## config.mk

```make
export PLATFORM = sky130hd
export DESIGN_NAME = apa102_frame_rx
export DESIGN_NICKNAME = d
export VERILOG_FILES = /design/src/rtl/apa102_pkg.sv /design/src/rtl/apa102_rx_sync.sv /design/src/rtl/apa102_frame_rx.sv
export SDC_FILE = /design/constraint.sdc
export NUM_CORES = 1
export LEC_CHECK = 0
export ABC_AREA = 1
export BUFFER_PORTS_ARGS = -buffer_cell sky130_fd_sc_hd__buf_2
export CAP_MARGIN = 30
export CORE_MARGIN = 1
export CORE_UTILIZATION = 59
export DETAILED_ROUTE_END_ITERATION = 6
export PLACE_DENSITY = 0.76
export SYNTH_ARGS = -nofsm -noshare
export SYNTH_HDL_FRONTEND = slang
export SYNTH_SLANG_ARGS = --single-unit
```

## constraint.sdc

```tcl
create_clock -name clk -period 5.1 [get_ports clk]
set_clock_uncertainty 0.2 [all_clocks]
set_input_delay 1.02 -clock clk [delete_from_list [all_inputs] [get_ports clk]]
set_output_delay 1.02 -clock clk [all_outputs]
set_load 0.02 [all_outputs]
```

## src/rtl/apa102_pkg.sv

```systemverilog
// rtl/apa102_pkg.sv - shared constants and state encoding for the APA102 stream receiver
package apa102_pkg;
  localparam int          START_ZEROS = 32;
  localparam int          WORD_BITS   = 32;
  localparam logic [2:0]  LED_HDR     = 3'b111;
  localparam logic [31:0] END_WORD    = 32'hFFFF_FFFF;

  typedef enum logic [1:0] {HUNT, ARMED, DATA} rx_state_t;
endpackage

```

## src/rtl/apa102_rx_sync.sv

```systemverilog
// rtl/apa102_rx_sync.sv - sck/mosi synchroniser with sck rising-edge pulse and aligned mosi bit
module apa102_rx_sync (
  input  logic clk,
  input  logic reset,
  input  logic i_sck,
  input  logic i_mosi,
  output logic o_sck_rise,
  output logic o_mosi_bit
);
  logic [2:0] r_sck;
  logic [1:0] r_mosi;

  always_ff @(posedge clk or posedge reset) begin
    if (reset) begin
      r_sck  <= '0;
      r_mosi <= '0;
    end else begin
      r_sck  <= {r_sck[1:0], i_sck};
      r_mosi <= {r_mosi[0], i_mosi};
    end
  end

  // mosi is taken from the same synchroniser depth as the sck level that fires the edge
  assign o_sck_rise = r_sck[1] & ~r_sck[2];
  assign o_mosi_bit = r_mosi[1];
endmodule

```

## src/rtl/apa102_frame_rx.sv

```systemverilog
// rtl/apa102_frame_rx.sv - APA102 frame decoder; APA102_RX_STATS_EN adds frame/error counters
module apa102_frame_rx
  import apa102_pkg::*;
#(
  parameter int MAX_LEDS    = 16,
  parameter int IDX_W       = 5,
  parameter int TIMEOUT_CYC = 4096
) (
  input  logic             clk,
  input  logic             reset,
  input  logic             i_sck_in,
  input  logic             i_mosi_in,
  output logic             o_led_valid,
  output logic [IDX_W-1:0] o_led_idx,
  output logic [4:0]       o_led_bright,
  output logic [7:0]       o_led_blue,
  output logic [7:0]       o_led_green,
  output logic [7:0]       o_led_red,
  output logic             o_frame_done,
  output logic [IDX_W-1:0] o_frame_len,
  output logic             o_hdr_err,
  output logic             o_frame_abort
`ifdef APA102_RX_STATS_EN
  ,
  output logic [15:0]      o_frame_cnt,
  output logic [15:0]      o_err_cnt
`endif
);
  localparam int TMO_W = $clog2(TIMEOUT_CYC + 1);

  logic             w_rise;
  logic             w_bit;
  logic [31:0]      w_word;

  rx_state_t        r_state, w_state_nxt;
  logic [5:0]       r_zero_cnt, w_zero_nxt;
  logic [5:0]       r_bit_cnt, w_bit_nxt;
  logic [30:0]      r_shift, w_shift_nxt;
  logic [IDX_W-1:0] r_led_cnt, w_led_nxt;
  logic [TMO_W-1:0] r_tmo_cnt, w_tmo_nxt;
  logic             w_led_valid, w_frame_done, w_hdr_err, w_abort;

  apa102_rx_sync u_sync (
    .clk        (clk),
    .reset      (reset),
    .i_sck      (i_sck_in),
    .i_mosi     (i_mosi_in),
    .o_sck_rise (w_rise),
    .o_mosi_bit (w_bit)
  );

  assign w_word = {r_shift, w_bit};

  always_ff @(posedge clk or posedge reset) begin
    if (reset) begin
      r_state    <= HUNT;
      r_zero_cnt <= '0;
      r_bit_cnt  <= '0;
      r_shift    <= '0;
      r_led_cnt  <= '0;
      r_tmo_cnt  <= '0;
    end else begin
      r_state    <= w_state_nxt;
      r_zero_cnt <= w_zero_nxt;
      r_bit_cnt  <= w_bit_nxt;
      r_shift    <= w_shift_nxt;
      r_led_cnt  <= w_led_nxt;
      r_tmo_cnt  <= w_tmo_nxt;
    end
  end

  always_comb begin
    w_state_nxt  = r_state;
    w_zero_nxt   = r_zero_cnt;
    w_bit_nxt    = r_bit_cnt;
    w_shift_nxt  = r_shift;
    w_led_nxt    = r_led_cnt;
    w_tmo_nxt    = r_tmo_cnt;
    w_led_valid  = 1'b0;
    w_frame_done = 1'b0;
    w_hdr_err    = 1'b0;
    w_abort      = 1'b0;
    case (r_state)
      HUNT: begin
        if (w_rise) begin
          if (w_bit) begin
            w_zero_nxt = '0;
          end else if (r_zero_cnt < 6'(START_ZEROS)) begin
            w_zero_nxt = r_zero_cnt + 6'd1;
            if (r_zero_cnt == 6'(START_ZEROS - 1)) w_state_nxt = ARMED;
          end
        end
      end
      ARMED: begin
        // the first 1 after the start frame is bit 31 of LED word 0
        if (w_rise && w_bit) begin
          w_state_nxt = DATA;
          w_bit_nxt   = 6'd1;
          w_shift_nxt = w_word[30:0];
          w_led_nxt   = '0;
          w_tmo_nxt   = '0;
        end
      end
      DATA: begin
        if (w_rise) begin
          w_tmo_nxt   = '0;
          w_shift_nxt = w_word[30:0];
          if (r_bit_cnt == 6'(WORD_BITS - 1)) begin
            w_bit_nxt = '0;
            if (w_word == END_WORD) begin
              w_frame_done = 1'b1;
              w_state_nxt  = HUNT;
              w_zero_nxt   = '0;
            end else if (w_word[31:29] == LED_HDR) begin
              if (r_led_cnt == IDX_W'(MAX_LEDS)) begin
                w_abort     = 1'b1;
                w_state_nxt = HUNT;
                w_zero_nxt  = '0;
              end else begin
                w_led_valid = 1'b1;
                w_led_nxt   = r_led_cnt + 1'b1;
              end
            end else begin
              // an all-zero word doubles as a fresh start frame
              w_hdr_err   = 1'b1;
              w_abort     = 1'b1;
              w_state_nxt = (w_word == 32'd0) ? ARMED : HUNT;
              w_zero_nxt  = '0;
            end
          end else begin
            w_bit_nxt = r_bit_cnt + 6'd1;
          end
        end else if (r_tmo_cnt == TMO_W'(TIMEOUT_CYC - 1)) begin
          w_abort     = 1'b1;
          w_state_nxt = HUNT;
          w_zero_nxt  = '0;
          w_tmo_nxt   = '0;
        end else begin
          w_tmo_nxt = r_tmo_cnt + 1'b1;
        end
      end
      default: w_state_nxt = HUNT;
    endcase
  end

  always_ff @(posedge clk or posedge reset) begin
    if (reset) begin
      o_led_valid   <= 1'b0;
      o_led_idx     <= '0;
      o_led_bright  <= '0;
      o_led_blue    <= '0;
      o_led_green   <= '0;
      o_led_red     <= '0;
      o_frame_done  <= 1'b0;
      o_frame_len   <= '0;
      o_hdr_err     <= 1'b0;
      o_frame_abort <= 1'b0;
    end else begin
      o_led_valid   <= w_led_valid;
      o_frame_done  <= w_frame_done;
      o_hdr_err     <= w_hdr_err;
      o_frame_abort <= w_abort;
      if (w_led_valid) begin
        o_led_idx    <= r_led_cnt;
        o_led_bright <= w_word[28:24];
        o_led_blue   <= w_word[23:16];
        o_led_green  <= w_word[15:8];
        o_led_red    <= w_word[7:0];
      end
      if (w_frame_done) o_frame_len <= r_led_cnt;
    end
  end

`ifdef APA102_RX_STATS_EN
  always_ff @(posedge clk or posedge reset) begin
    if (reset) begin
      o_frame_cnt <= '0;
      o_err_cnt   <= '0;
    end else begin
      if (w_frame_done && o_frame_cnt != 16'hFFFF) o_frame_cnt <= o_frame_cnt + 16'd1;
      if (w_abort && o_err_cnt != 16'hFFFF) o_err_cnt <= o_err_cnt + 16'd1;
    end
  end
`endif
endmodule

```

# Yosys cells after proc, flatten, opt, wreduce, memory -nomap -nowiden
# Cells that the tools add are included.
[classes]
n_lt_le_gt_ge = 1
add_sub_neg = 4
eq_ne = 22
n_reduce_logical = 10
bitwise_logic = 2
mux = 63
[ops]
columns = ["cell", "count"]
rows = [
  ["$mux W6", 12],
  ["$mux W31", 2],
  ["$pmux W31 S2", 1],
  ["$mux W13", 3],
  ["$eq A32 B32 Y1 const B", 1],
  ["$logic_not A32 Y1", 1],
  ["$mux W5", 6],
  ["$pmux W13 S2", 1],
  ["$pmux W6 S2", 2],
  ["$mux W1", 23],
  ["$mux W2", 11],
  ["$ne A2 B2 Y1 const B", 10],
  ["$add A13 B1 Y13 const B", 1],
  ["$eq A13 B12 Y1 const B", 1],
  ["$add A6 B1 Y6 const B", 2],
  ["$eq A6 B5 Y1 const B", 2],
  ["$pmux W5 S2", 1],
  ["$reduce_and A8 Y1", 1],
  ["$reduce_and A7 Y1", 1],
  ["$lt A6 B6 Y1 const B", 1],
  ["$ne A3 B3 Y1 const B", 2],
  ["$pmux W2 S3", 1],
  ["$reduce_and A6 Y1", 1],
  ["$add A5 B1 Y5 const B", 1],
  ["13 further kinds", 14],
]
[word_totals]
word_cells = 120
regBits = 111
input_bits = 4

# Logic depth before layout (Yosys ltp)
# Gate-level depths: netlist of run 1.
[logic_depth]
depth_word = 7
mapped_depth = 12
ltp_nobuf = 10

# Cells and area by module
# A second synthesis of run 1 with hierarchy kept.
[hier_totals]
cells_unflattened = 583
hier_area_um2 = 5103.6
[by_module_without_submodules]
columns = ["mod", "cells_per_inst", "seq_area_each_um2", "n_inst", "area_each_um2"]
rows = [
  ["apa102_frame_rx", 575, 2652.5, 1, 4964.8],
  ["apa102_rx_sync", 8, 125.1, 1, 138.9],
]

# Worst setup path after synthesis of run 1
# No wires, ideal clock.
[synth_timing]
kind = "reg-to-reg"
start = "register r_led_cnt[0]"
end = "register o_led_blue[7]"
arrival_ps = 1519
setup_ps = 117
path_stages_with_launch = 10
path_buffers = 1
path_slack_ps = 3264
cell_sequence = "dfrtp_1 inv_1 ha_1 a31oi_4 nand3_4 nor2_8 inv_4 buf_4 nand2_1 nand2_1"
[synth_between]
elab_chain_len = 7
[synth_rtl]
columns = ["element", "line", "rtl"]
rows = [
  ["start, declared", "apa102_frame_rx.sv:39", "logic [IDX_W-1:0] r_led_cnt, w_led_nxt;"],
  ["start signal, assigned", "apa102_frame_rx.sv:67", "r_led_cnt <= w_led_nxt;"],
  ["$eq A5 B5 Y1", "apa102_frame_rx.sv:115", "if (r_led_cnt == IDX_W'(MAX_LEDS)) begin"],
  ["$mux W1", "apa102_frame_rx.sv:115", ""],
  ["$mux W1", "apa102_frame_rx.sv:114", "end else if (w_word[31:29] == LED_HDR) begin"],
  ["$mux W1", "apa102_frame_rx.sv:110", "if (w_word == END_WORD) begin"],
  ["$mux W1", "apa102_frame_rx.sv:108", "if (r_bit_cnt == 6'(WORD_BITS - 1)) begin"],
  ["$mux W1", "apa102_frame_rx.sv:105", "if (w_rise) begin"],
  ["$mux W1", "apa102_frame_rx.sv:83", "case (r_state)"],
  ["end signal, assigned", "apa102_frame_rx.sv:166", "o_led_blue <= w_word[23:16];"],
  ["end, declared", "apa102_frame_rx.sv:16", "output logic [7:0] o_led_blue,"],
]
# Every way passes these cells.
# A chain may end at the register's enable or synchronous reset.

# Worst setup path in the final report of run 1
[layout_timing]
start = "register r_state[1]"
end = "register r_led_cnt[2]"
[layout_between]
elab_chain_len = 3
[layout_rtl]
columns = ["element", "line", "rtl"]
rows = [
  ["start, declared", "apa102_frame_rx.sv:35", "rx_state_t r_state, w_state_nxt;"],
  ["start signal, assigned", "apa102_frame_rx.sv:63", "r_state <= w_state_nxt;"],
  ["$eq A2 B2 Y1 / $eq A2 B1 Y1 (equally long branches)", "apa102_frame_rx.sv:83", ""],
  ["$ne A2 B2 Y1 (no source line) / $reduce_bool A2 Y1 (equally long branches)", "n/a", ""],
  ["$reduce_and A7 Y1 (no source line)", "n/a", ""],
]
# Several ways; a longest one is shown, not always the timed one.

==> results of run 1 <==
==> synth_stat cells, types with 2 or more instances <==
| master | n |
|---|---|
| inv_1 | 41 |
| nand3_2 | 3 |
| o21ai_0 | 30 |
| buf_6 | 2 |
| nor2_1 | 61 |
| a21oi_1 | 12 |
| buf_2 | 6 |
| o22ai_1 | 3 |
| nor2_2 | 2 |
| nor3_1 | 9 |
| nand4_1 | 19 |
| buf_4 | 4 |
| or2_2 | 2 |
| nand2_1 | 286 |
| nand3_1 | 25 |
| dfrtp_1 | 111 |
| inv_2 | 2 |
| xnor2_1 | 2 |
| clkbuf_1 | 4 |
| xor2_1 | 6 |
| ha_1 | 5 |
==> registers in the layout, indices dropped and copies added, names as in the netlist, 2 cells and up <==
| name | flops |
|---|---|
| o_led_green | 8 |
| o_led_idx | 5 |
| r_tmo_cnt | 13 |
| u_sync.r_sck | 3 |
| r_bit_cnt | 6 |
| r_led_cnt | 5 |
| r_state | 2 |
| r_zero_cnt | 6 |
| u_sync.r_mosi | 2 |
| o_led_bright | 5 |
| o_led_red | 8 |
| r_shift | 31 |
| o_led_blue | 8 |
| o_frame_len | 5 |
==> worst register-to-register path, delay by kind of cell (launching register included) <==
| kind | cells | cell delay [ps] |
|---|---|---|
| simple gates | 6 | 1070 |
| buf+inv | 3 | 770 |
| flops | 1 | 390 |
| compound gates | 1 | 80 |
==> cell type report <==
class | instances | area share
sequential | 111 | 0.488
clock inverter | 6 | 0.0165
inverter | 45 | 0.0306
timing repair buffer | 49 | 0.0479
multi-input combinational | 472 | 0.372
clock buffer | 10 | 0.0224
tap | 105 | 0.0231
==> routing by layer <==
layer	global-route usage	part of all wire	up-vias
met5	0	0	-
met4	0.0933	0.014	0
met3	0.0447	0.047	11
met2	0.380	0.46	99
met1	0.357	0.48	2011
li1	-	-	2111
==> power groups by stage <==
stage          clock network, mW  logic [mW]  registers, mW
3_5_place_dp                   0      0.0357          0.909
4_1_cts                    0.590      0.0359          0.891
2_1_floorplan                  0      0.0268          0.906
5_1_grt                    0.628      0.0445          0.893
3_3_place_gp                   0      0.0344          0.908
6_report                   0.583      0.0376          0.892
==> cells by family (layout without fill, tap and decap cells) <==
| kind of cell | count (synthesis) | in the layout |
|---|---|---|
| and+or+nand+nor | 410 | 410 |
| DFF | 111 | 111 |
| buffers and inverters | 62 | 110 |
| AOI/OAI and AO/OA | 49 | 49 |
| xor gates and xnor gates | 8 | 8 |
| adders and majority gates | 5 | 5 |
==> worst min-delay path by stage <==
| stage | from | endpoint | slack (ps) | depth (start not counted) |
|---|---|---|---|---|
| global placement | u_sync.r_mosi[0] | u_sync.r_mosi[1] | 140 | 0 |
| finish | u_sync.r_mosi[0] | u_sync.r_mosi[1] | 160 | 0 |
| global route | u_sync.r_mosi[0] | u_sync.r_mosi[1] | 180 | 0 |
| CTS | u_sync.r_mosi[0] | u_sync.r_mosi[1] | 160 | 0 |
| detailed placement | u_sync.r_mosi[0] | u_sync.r_mosi[1] | 140 | 0 |
| floorplan | u_sync.r_mosi[0] | u_sync.r_mosi[1] | 130 | 0 |
==> through the flow <==
stage,hold slack (ps),power [mW],instance area (sq um)
2_1_floorplan,131,0.933,5160
3_3_place_gp,137,0.943,5440
3_5_place_dp,142,0.944,5440
4_1_cts,164,1.52,5660
5_1_grt,178,1.57,5690
6_report,160,1.51,5690
==> impl_metrics.yaml, run 1 <==
floorplanning:
  standard_cell_core_area_sq_um: 8340
  design.portCount: 47
  chipWidth_um: 95.6
  chipHeight_um: 95.6
  placementRows: 33
  die_area_sq_um: 9130
  initial_core_util: 0.619
global_routing:
  grt_pass1_wl_um: 17400
  first_global_vias: 3822
  grt_max_degree: 83
  number_of_antenna_violations_at_the_first_check_in_global_routing: 0
  grt_overflow_total: 0
  global_route.usage.total: 0.249
pwr:
  power_switching_uw: 337
  p_int_mw: 1.18
  power_density_nw_per_um2: 266
  power.clock.fraction: 0.386
  power_switching_share: 0.223
  cellLeakagePower_nw: 3.03
  combinationalPowerShare: 0.025
  worst_ir_drop_vdd_mv: 0.153
  power_frac_seq: 0.589
synth:
  syn-cell-area_sq_um: 5160
  post-synth-top-area-cell: "dfrtp_1"
  synthDistinctLibCells: 31
  synth.area.top_cells: "dfrtp_1 54%, nand2_1 21%, nor2_1 4.4%, inv_1 3.0%, o21ai_0 2.9%"
  synth_fp_nets: 654
  synthSimpleGateAreaFrac: 0.328
  ys_dominant_reg_cell: "dfrtp_1"
  synthMuxAreaShare: 0
  synth-edff-count: 0
  fraction_of_the_mapped_netlist_area_in_compound_gates: 0.0555
  synthXorXnorAreaFrac: 0.0136
  post_synth_fa_ha_maj_area_fraction: 0.0121
  yosys_register_bits: 111
  netlist_instances: 645
  syn_area_per_cell_sq_um: 8.01
  seq_area_frac_synth: 0.538
  synthesis.yosys.warnings: 0
  async_set_reset_flop_share_out_of_synthesis: 1.00
  yosysTopAreaCellShare: 0.538
  main_combinational_cell_family_by_area_after_synthesis: "simple AND/OR/NAND/NOR gates"
clock_network:
  clk_pin_slew_ps: 90
  cts.repair.resized: 0
  cts_setup_buffers: 0
  tritoncts.num_buffers: 9
  clk_latency_ps: 380
  post_cts_hold_buffer_count: 0
  root_cell_of_the_clock_tree: "clkbuf_8"
  tritoncts_num_sinks: 111
  cts_buffer_depth: 2
  tritoncts: "built"
  cts.htree.levels: 3
timing:
  timing.final.setup_violations: 0
  final-max-slew-violation-count: 0
  grt_setup_unrepaired: "false"
  final-hold-violation-count: 0
  timing.slew.headroom: 0.626
  fmax_ghz: 0.381
  setup_tns_ps: 0
  setup_ws_final_ps: 2470
  finalCritPeriodShare: 0.515
  timing_worst_slew_pin_value_ps: 561
  post-route-min-period_ps: 2630
detailed_routing:
  drt_first_pass_iters: 5
  viasPerCell: 5.30
  initialDrtViolationCount: 227
  routed_wire_length_per_instance_um: 12.9
  routed_wl_um: 10300
  antenna_left: 0
  dr_total_vias: 4232
  detail_route.drc_violations: 0
final_layout:
  drive_gt1_frac: 0.117
  mostFrequentLayoutCell: "nand2_1"
  fillerInstances: 722
  multiInputGateArea_sq_um: 2110
  syn_to_final_growth_pct: 10.2
  final_util: 0.682
  final_cell_mix: "286 x nand2_1, 111 x dfrtp_1, 61 x nor2_1, 46 x buf_2, 40 x inv_1"
  layout.nets: 697
  final-instance-count-excl-fill: 798
  final-seq-area_sq_um: 2780
  antenna_cells: 0
worst_setup_path:
  critical_path.endpoint: "r_led_cnt[2]"
  worst_setup_path_start_kind: "flop"
  rr_startpoint: "r_state[1]"
  worst-path-max-fanout: 40
  setup.reg_to_reg.worst_slack_ps: 2470
  endpoint_kind: "flop"
  critPathTopFamily: "simple AND/OR/NAND/NOR gates"
  cp_cell_sequence: "inv_2, nor2_4, nand2_1, nand2_1, buf_4, inv_2, nor2_1, nand2_1, nand2_1, o21ai_0"
  worst_r2r_path_depth: 10
  cp_data_arrival_time_ps: 2670
  cp_slowest_cell: "dfrtp_1"
  crit_type: "flop to flop"
  timing.critical_path.slowest_cell_delay_ps: 390
  timing.critical_path.required_ps: 5150
  worst_setup_path_startpoint: "r_state[1]"
  crit_buf_inv: 3
  worstReg2RegEnd: "r_led_cnt[2]"
  path_depth: 10
  cpMostUsedCell: "nand2_1"
place:
  place_hpwl_um: 6890
  placement.io_buffers: 46
  dp.cells: 781
  finalWeightedCongestion: 0.861
  post-place-ws_ps: 2550
flow_run:
  maxCapViolations: 0
status:
  run_status: "complete, no violations"
hold_path:
  holdCritPathClass: "flop to flop"
(Power assumes the default switching activity.)
==> run 2, diff against run 1 <==
- CORE_UTILIZATION: 59 -> 53
- PLACE_DENSITY: 0.76 -> 0.72
- clock period: 5.1 -> 2.2 ns (I/O delays scaled with it)
==> impl_metrics.yaml, run 2 (synthesis results as in run 1) <==
clock_network:
  tritoncts.num_buffers: 9
  tritoncts_num_sinks: 111
  clk_latency_ps: 370
  cts_buffer_depth: 2
  clk_pin_slew_ps: 100
  tritoncts: "built"
  cts.htree.levels: 3
  root_cell_of_the_clock_tree: "clkbuf_8"
pwr:
  totalPowerFinal_mw: 3.41
  power_density_nw_per_um2: 584
  worst_ir_drop_vdd_mv: 0.374
  cellLeakagePower_nw: 3.08
detailed_routing:
  drt_first_pass_iters: 5
  dr_total_vias: 4241
  viasPerCell: 5.07
  antenna_left: 0
  detail_route.drc_violations: 0
  routed_wire_length_per_instance_um: 12.5
  routed_wl_um: 10400
  initialDrtViolationCount: 236
global_routing:
  first_global_vias: 3874
  grt_overflow_total: 0
  grt_pass1_wl_um: 17800
  number_of_antenna_violations_at_the_first_check_in_global_routing: 0
  global_route.usage.total: 0.221
  grt_max_degree: 38
timing:
  timing_worst_slew_pin_value_ps: 578
  timing.slew.headroom: 0.614
  fmax_ghz: 0.483
  timing.final.setup_violations: 0
  final-max-slew-violation-count: 0
  post-route-min-period_ps: 2070
  setup_ws_final_ps: 128
  final-hold-violation-count: 0
  setup_tns_ps: 0
  finalCritPeriodShare: 0.942
floorplanning:
  chipWidth_um: 101
  placementRows: 35
  design.portCount: 47
  initial_core_util: 0.554
  die_area_sq_um: 10100
  chipHeight_um: 101
  standard_cell_core_area_sq_um: 9330
worst_setup_path:
  setup.reg_to_reg.worst_slack_ps: 130
  crit_type: "flop to flop"
  rr_startpoint: "r_bit_cnt[0]"
  worst_r2r_path_depth: 9
  endpoint_kind: "flop"
  timing.critical_path.required_ps: 2300
  worst_setup_path_start_kind: "flop"
  critical_path.endpoint: "r_zero_cnt[3]"
  worst_setup_path_startpoint: "r_bit_cnt[0]"
  cp_data_arrival_time_ps: 2170
  worstReg2RegEnd: "r_zero_cnt[3]"
  worst-path-max-fanout: 4
final_layout:
  antenna_cells: 0
  drive_gt1_frac: 0.132
  final-instance-count-excl-fill: 836
  largest_reg_flops: 31
  mostFrequentLayoutCell: "nand2_1"
  layout.nets: 711
  fillerInstances: 835
  biggestRegsByFlops: "r_shift (31), r_tmo_cnt (13)"
  syn_to_final_growth_pct: 12.9
  top_register: "r_shift"
  final_cell_mix: "286 x nand2_1, 111 x dfrtp_1, 60 x nor2_1, 46 x buf_2, 40 x inv_1"
place:
  finalWeightedCongestion: 0.809
  placement.io_buffers: 46
  place_hpwl_um: 7440
  post-place-ws_ps: 152
  dp.cells: 816
status:
  run_status: "complete, no violations"
hold_path:
  holdCritPathClass: "flop to flop"
flow_run:
  maxCapViolations: 0
[run 2: changes by cell type in the layout (fill, tap and decap cells not counted), sizes merged]
cell         change
clkinv           -1
clkinvlp         +1
inv              +1
bufinv           -1
dlygate4sd3      +3
buf             +11
[run 2: how the worst min path moves through the flow]
stage	startpoint	to	slack, ps	depth (start not counted)
after floorplan	u_sync.r_mosi[0]	u_sync.r_mosi[1]	130	0
after global placement	u_sync.r_mosi[0]	u_sync.r_mosi[1]	130	0
after detailed placement	u_sync.r_mosi[0]	u_sync.r_mosi[1]	140	0
after CTS	u_sync.r_mosi[0]	u_sync.r_mosi[1]	160	0
after global routing	u_sync.r_mosi[0]	u_sync.r_mosi[1]	170	0
final	u_sync.r_mosi[0]	u_sync.r_mosi[1]	160	0
[run 2: repair_timing]
item | in CTS | in global routing
gates resized for setup | 0 | 2
hold buffers | 3 | 0
endpoints found under the setup margin | 0 | 23
setup buffers | 0 | 1
hold endpoints to repair | 24 | 0
[run 2: through the flow]
step	area (sq um)	hold WS, ps	util
2_1_floorplan	5170	131	-
3_3_place_gp	5580	133	0.598
3_5_place_dp	5580	139	0.598
4_1_cts	5820	164	0.624
5_1_grt	5830	168	0.625
6_report	5830	161	0.625
[run 2: power by group]
group / switching, mW / internal [mW] / total, mW
logic: 0.0639 / 0.0295 / 0.0934
clock network: 0.697 / 0.550 / 1.25
registers: 0.0148 / 2.05 / 2.07
[run 2: routing by layer]
layer / track usage / vias to the layer above / part of all wire
li1: - / 2155 / -
met1: 0.306 / 1989 / 0.47
met2: 0.368 / 85 / 0.48
met3: 0.0270 / 12 / 0.035
met4: 0.0658 / 0 / 0.013
met5: 0 / - / 0
[run 2: critical path: stages (launching register included)]
cell,delay [ps]
dfrtp_1,390
ha_1,180
nand2_1,90
nor2_2,160
nand3_2,190
buf_4,200
a22oi_2,230
buf_4,190
nand4_1,100
nand2_1,90
[run 2: area by class of cell]
type	count	area (sq um)	share of cell area
clock inverters	6	77.6	0.0133
inverters	45	175	0.0300
repair buffers	63	394	0.0676
well taps	129	161	0.0277
flip-flops and latches	111	2780	0.476
multi-input cells	472	2120	0.363
clock buffers	10	128	0.0219
==> run 3, diff against run 2 <==
- ABC_AREA: 1 -> not set
==> impl_metrics.yaml, run 3 <==
global_routing:
  grt_max_degree: 112
  grt_overflow_total: 0
  grt_pass1_wl_um: 17000
  first_global_vias: 3490
  number_of_antenna_violations_at_the_first_check_in_global_routing: 0
  global_route.usage.total: 0.220
final_layout:
  largest_reg_flops: 31
  mostFrequentLayoutCell: "dfrtp_1"
  final_design_area_excluding_fillers_sq_um: 5990
  antenna_cells: 0
  final_util: 0.651
  top_register: "r_shift"
  final_cell_mix: "109 x dfrtp_1, 51 x buf_4, 46 x buf_2, 37 x mux2_2"
  drive_gt1_frac: 0.417
  biggestRegsByFlops: "r_shift (31), r_tmo_cnt (13)"
  layout.nets: 510
  fillerInstances: 707
  syn_to_final_growth_pct: 19.1
floorplanning:
  design.portCount: 47
  chipHeight_um: 99.4
  standard_cell_core_area_sq_um: 9200
  die_area_sq_um: 9880
  placementRows: 35
  initial_core_util: 0.547
  chipWidth_um: 99.4
timing:
  final.hold.worst_slack_ps: 1.37
  fmax_ghz: 0.469
  final-hold-violation-count: 0
  finalCritPeriodShare: 0.969
  final-max-slew-violation-count: 0
  grt_setup_unrepaired: "true"
  setup_ws_final_ps: 67.2
  timing_worst_slew_pin_value_ps: 590
  timing.final.setup_violations: 0
  post-route-min-period_ps: 2130
  timing.slew.headroom: 0.607
synth:
  syn_area_per_cell_sq_um: 12.5
  async_set_reset_flop_share_out_of_synthesis: 1.00
  yosys_register_bits: 111
  netlist_instances: 401
  ys_dominant_reg_cell: "dfrtp_1"
  syn-cell-area_sq_um: 5030
  synth-edff-count: 0
  yosysTopAreaCellShare: 0.552
  post-synth-top-area-cell: "dfrtp_1"
  seq_area_frac_synth: 0.552
  netlist_top_cells_count: "111 x dfrtp_1, 38 x mux2_2, 29 x nand2_1"
  synth_fp_nets: 410
  synth.area.top_cells: "dfrtp_1 55%, mux2_2 8.5%, mux2_4 8.4%, nand2_1 2.2%, o21ai_0 2.1%"
  synthDistinctLibCells: 52
  synthesis.yosys.warnings: 0
  yosysMostFrequentCell: "dfrtp_1"
flow_run:
  maxCapViolations: 0
worst_setup_path:
  cp_cell_sequence: "nand4_1, nor4_4, nand4b_1, nand3_4, buf_12, mux2_2"
  worst-path-max-fanout: 27
  cp_slowest_cell: "dfrtp_2"
  worst_setup_path_start_kind: "flop"
  endpoint_kind: "flop"
  crit_type: "flop to flop"
  timing.critical_path.required_ps: 2280
  rr_startpoint: "u_sync.r_mosi[1]"
  worst_setup_path_startpoint: "u_sync.r_mosi[1]"
  cp_data_arrival_time_ps: 2210
  timing.critical_path.slowest_cell_delay_ps: 410
status:
  run_status: "complete, no violations"
clock_network:
  clk_pin_slew_ps: 120
  cts_buffer_depth: 2
  tritoncts.num_buffers: 9
  tritoncts: "built"
  clk_latency_ps: 380
  tritoncts_num_sinks: 111
  cts.htree.levels: 3
  root_cell_of_the_clock_tree: "clkbuf_8"
detailed_routing:
  routed_wl_um: 10200
  viasPerCell: 5.77
  routed_wire_length_per_instance_um: 16.5
  antenna_left: 0
  dr_total_vias: 3560
  detail_route.drc_violations: 0
  drt_first_pass_iters: 4
  initialDrtViolationCount: 138
place:
  post_dp_cell_area_sq_um: 5680
  placement.io_buffers: 46
  finalWeightedCongestion: 0.822
  place_hpwl_um: 7110
  post-place-ws_ps: -68.8
pwr:
  power_density_nw_per_um2: 679
  totalPowerFinal_mw: 4.07
  worst_ir_drop_vdd_mv: 0.431
  cellLeakagePower_nw: 3.11
hold_path:
  holdCritPathClass: "primary input to asynchronous set/reset pin"
==> run 3: cell types whose count changed in the layout (fill, tap and decap cells not counted), moves of 10 or more <==
cell	before	now
inv_1	40	9
mux2_2	0	37
nor2_1	60	18
o21ai_0	30	20
nand3_1	25	13
buf_4	11	51
mux2_4	0	29
nand2_1	286	29
==> run 3: metal layers <==
metal	vias to the layer above	track usage	wire length [um]
met5	-	0	0
li1	1668	-	-
met3	9	0.0274	223
met1	1824	0.313	4840
met4	0	0.0860	120
met2	59	0.346	4980
==> run 3: report_power, final <==
part | internal (mW) | leakage, nW | switching, mW
registers | 2.13 | 1.52 | 0.0880
clock network | 0.438 | 0.0903 | 0.738
logic | 0.304 | 1.50 | 0.367
==> run 3: cell families (layout without fill, tap and decap cells) <==
kind of cell	after synthesis	after routing	synth area share
mux	67	67	0.171
xor+xnor	3	3	0.00523
simple gates	122	122	0.134
fa+ha+maj	5	5	0.0124
buf+inv	23	128	0.0343
flops	111	111	0.552
compound gates	70	70	0.0906
==> run 3: path summary, 6_finish.rpt <==
kind	depth (start not counted)	slack [ps]	to
max in group asynchronous	3	1310	r_state[1]
min in group clk	0	160	u_sync.r_sck[1]
hold / removal	3	1	o_led_blue[0]
setup / recovery	6	70	o_led_bright[3]
setup reg to reg	6	70	o_led_bright[3]
hold reg to reg	0	160	u_sync.r_sck[1]
==> run 3: per-stage QoR <==
stage / cells / TNS [ps]
finish: 617 / 0
global route: 617 / -787
CTS: 612 / 0
detailed placement: 594 / -300
global placement: 594 / 0
floorplan: 401 / 0
==> run 3: worst max-delay path: cells and delay by family, from the launching register on <==
kind	cells	cell delay [ps]
and+or+nand+nor	4	830
DFF	1	410
buffers and inverters	1	220
muxes	1	360
==> run 3: repair_timing <==
action | 4_1_cts | 5_1_grt
pin swaps | 0 | 6
endpoints found under the setup margin | 5 | 41
cloned | 0 | 0
hold endpoints to repair | 2 | 0
setup buffers | 0 | 5
gates resized for setup | 1 | 16
hold buffers | 2 | 0
==> run 3: area by class of cell <==
class                           count  area [sq um]  share of cell area
Inverter                           10          41.3             0.00689
Timing Repair Buffer              102           693               0.116
Clock inverter                      7          63.8              0.0107
Tap cell                          111           139              0.0232
Clock buffer                        9           124              0.0207
Sequential cell                   111          2780               0.464
Multi-Input combinational cell    267          2150               0.359
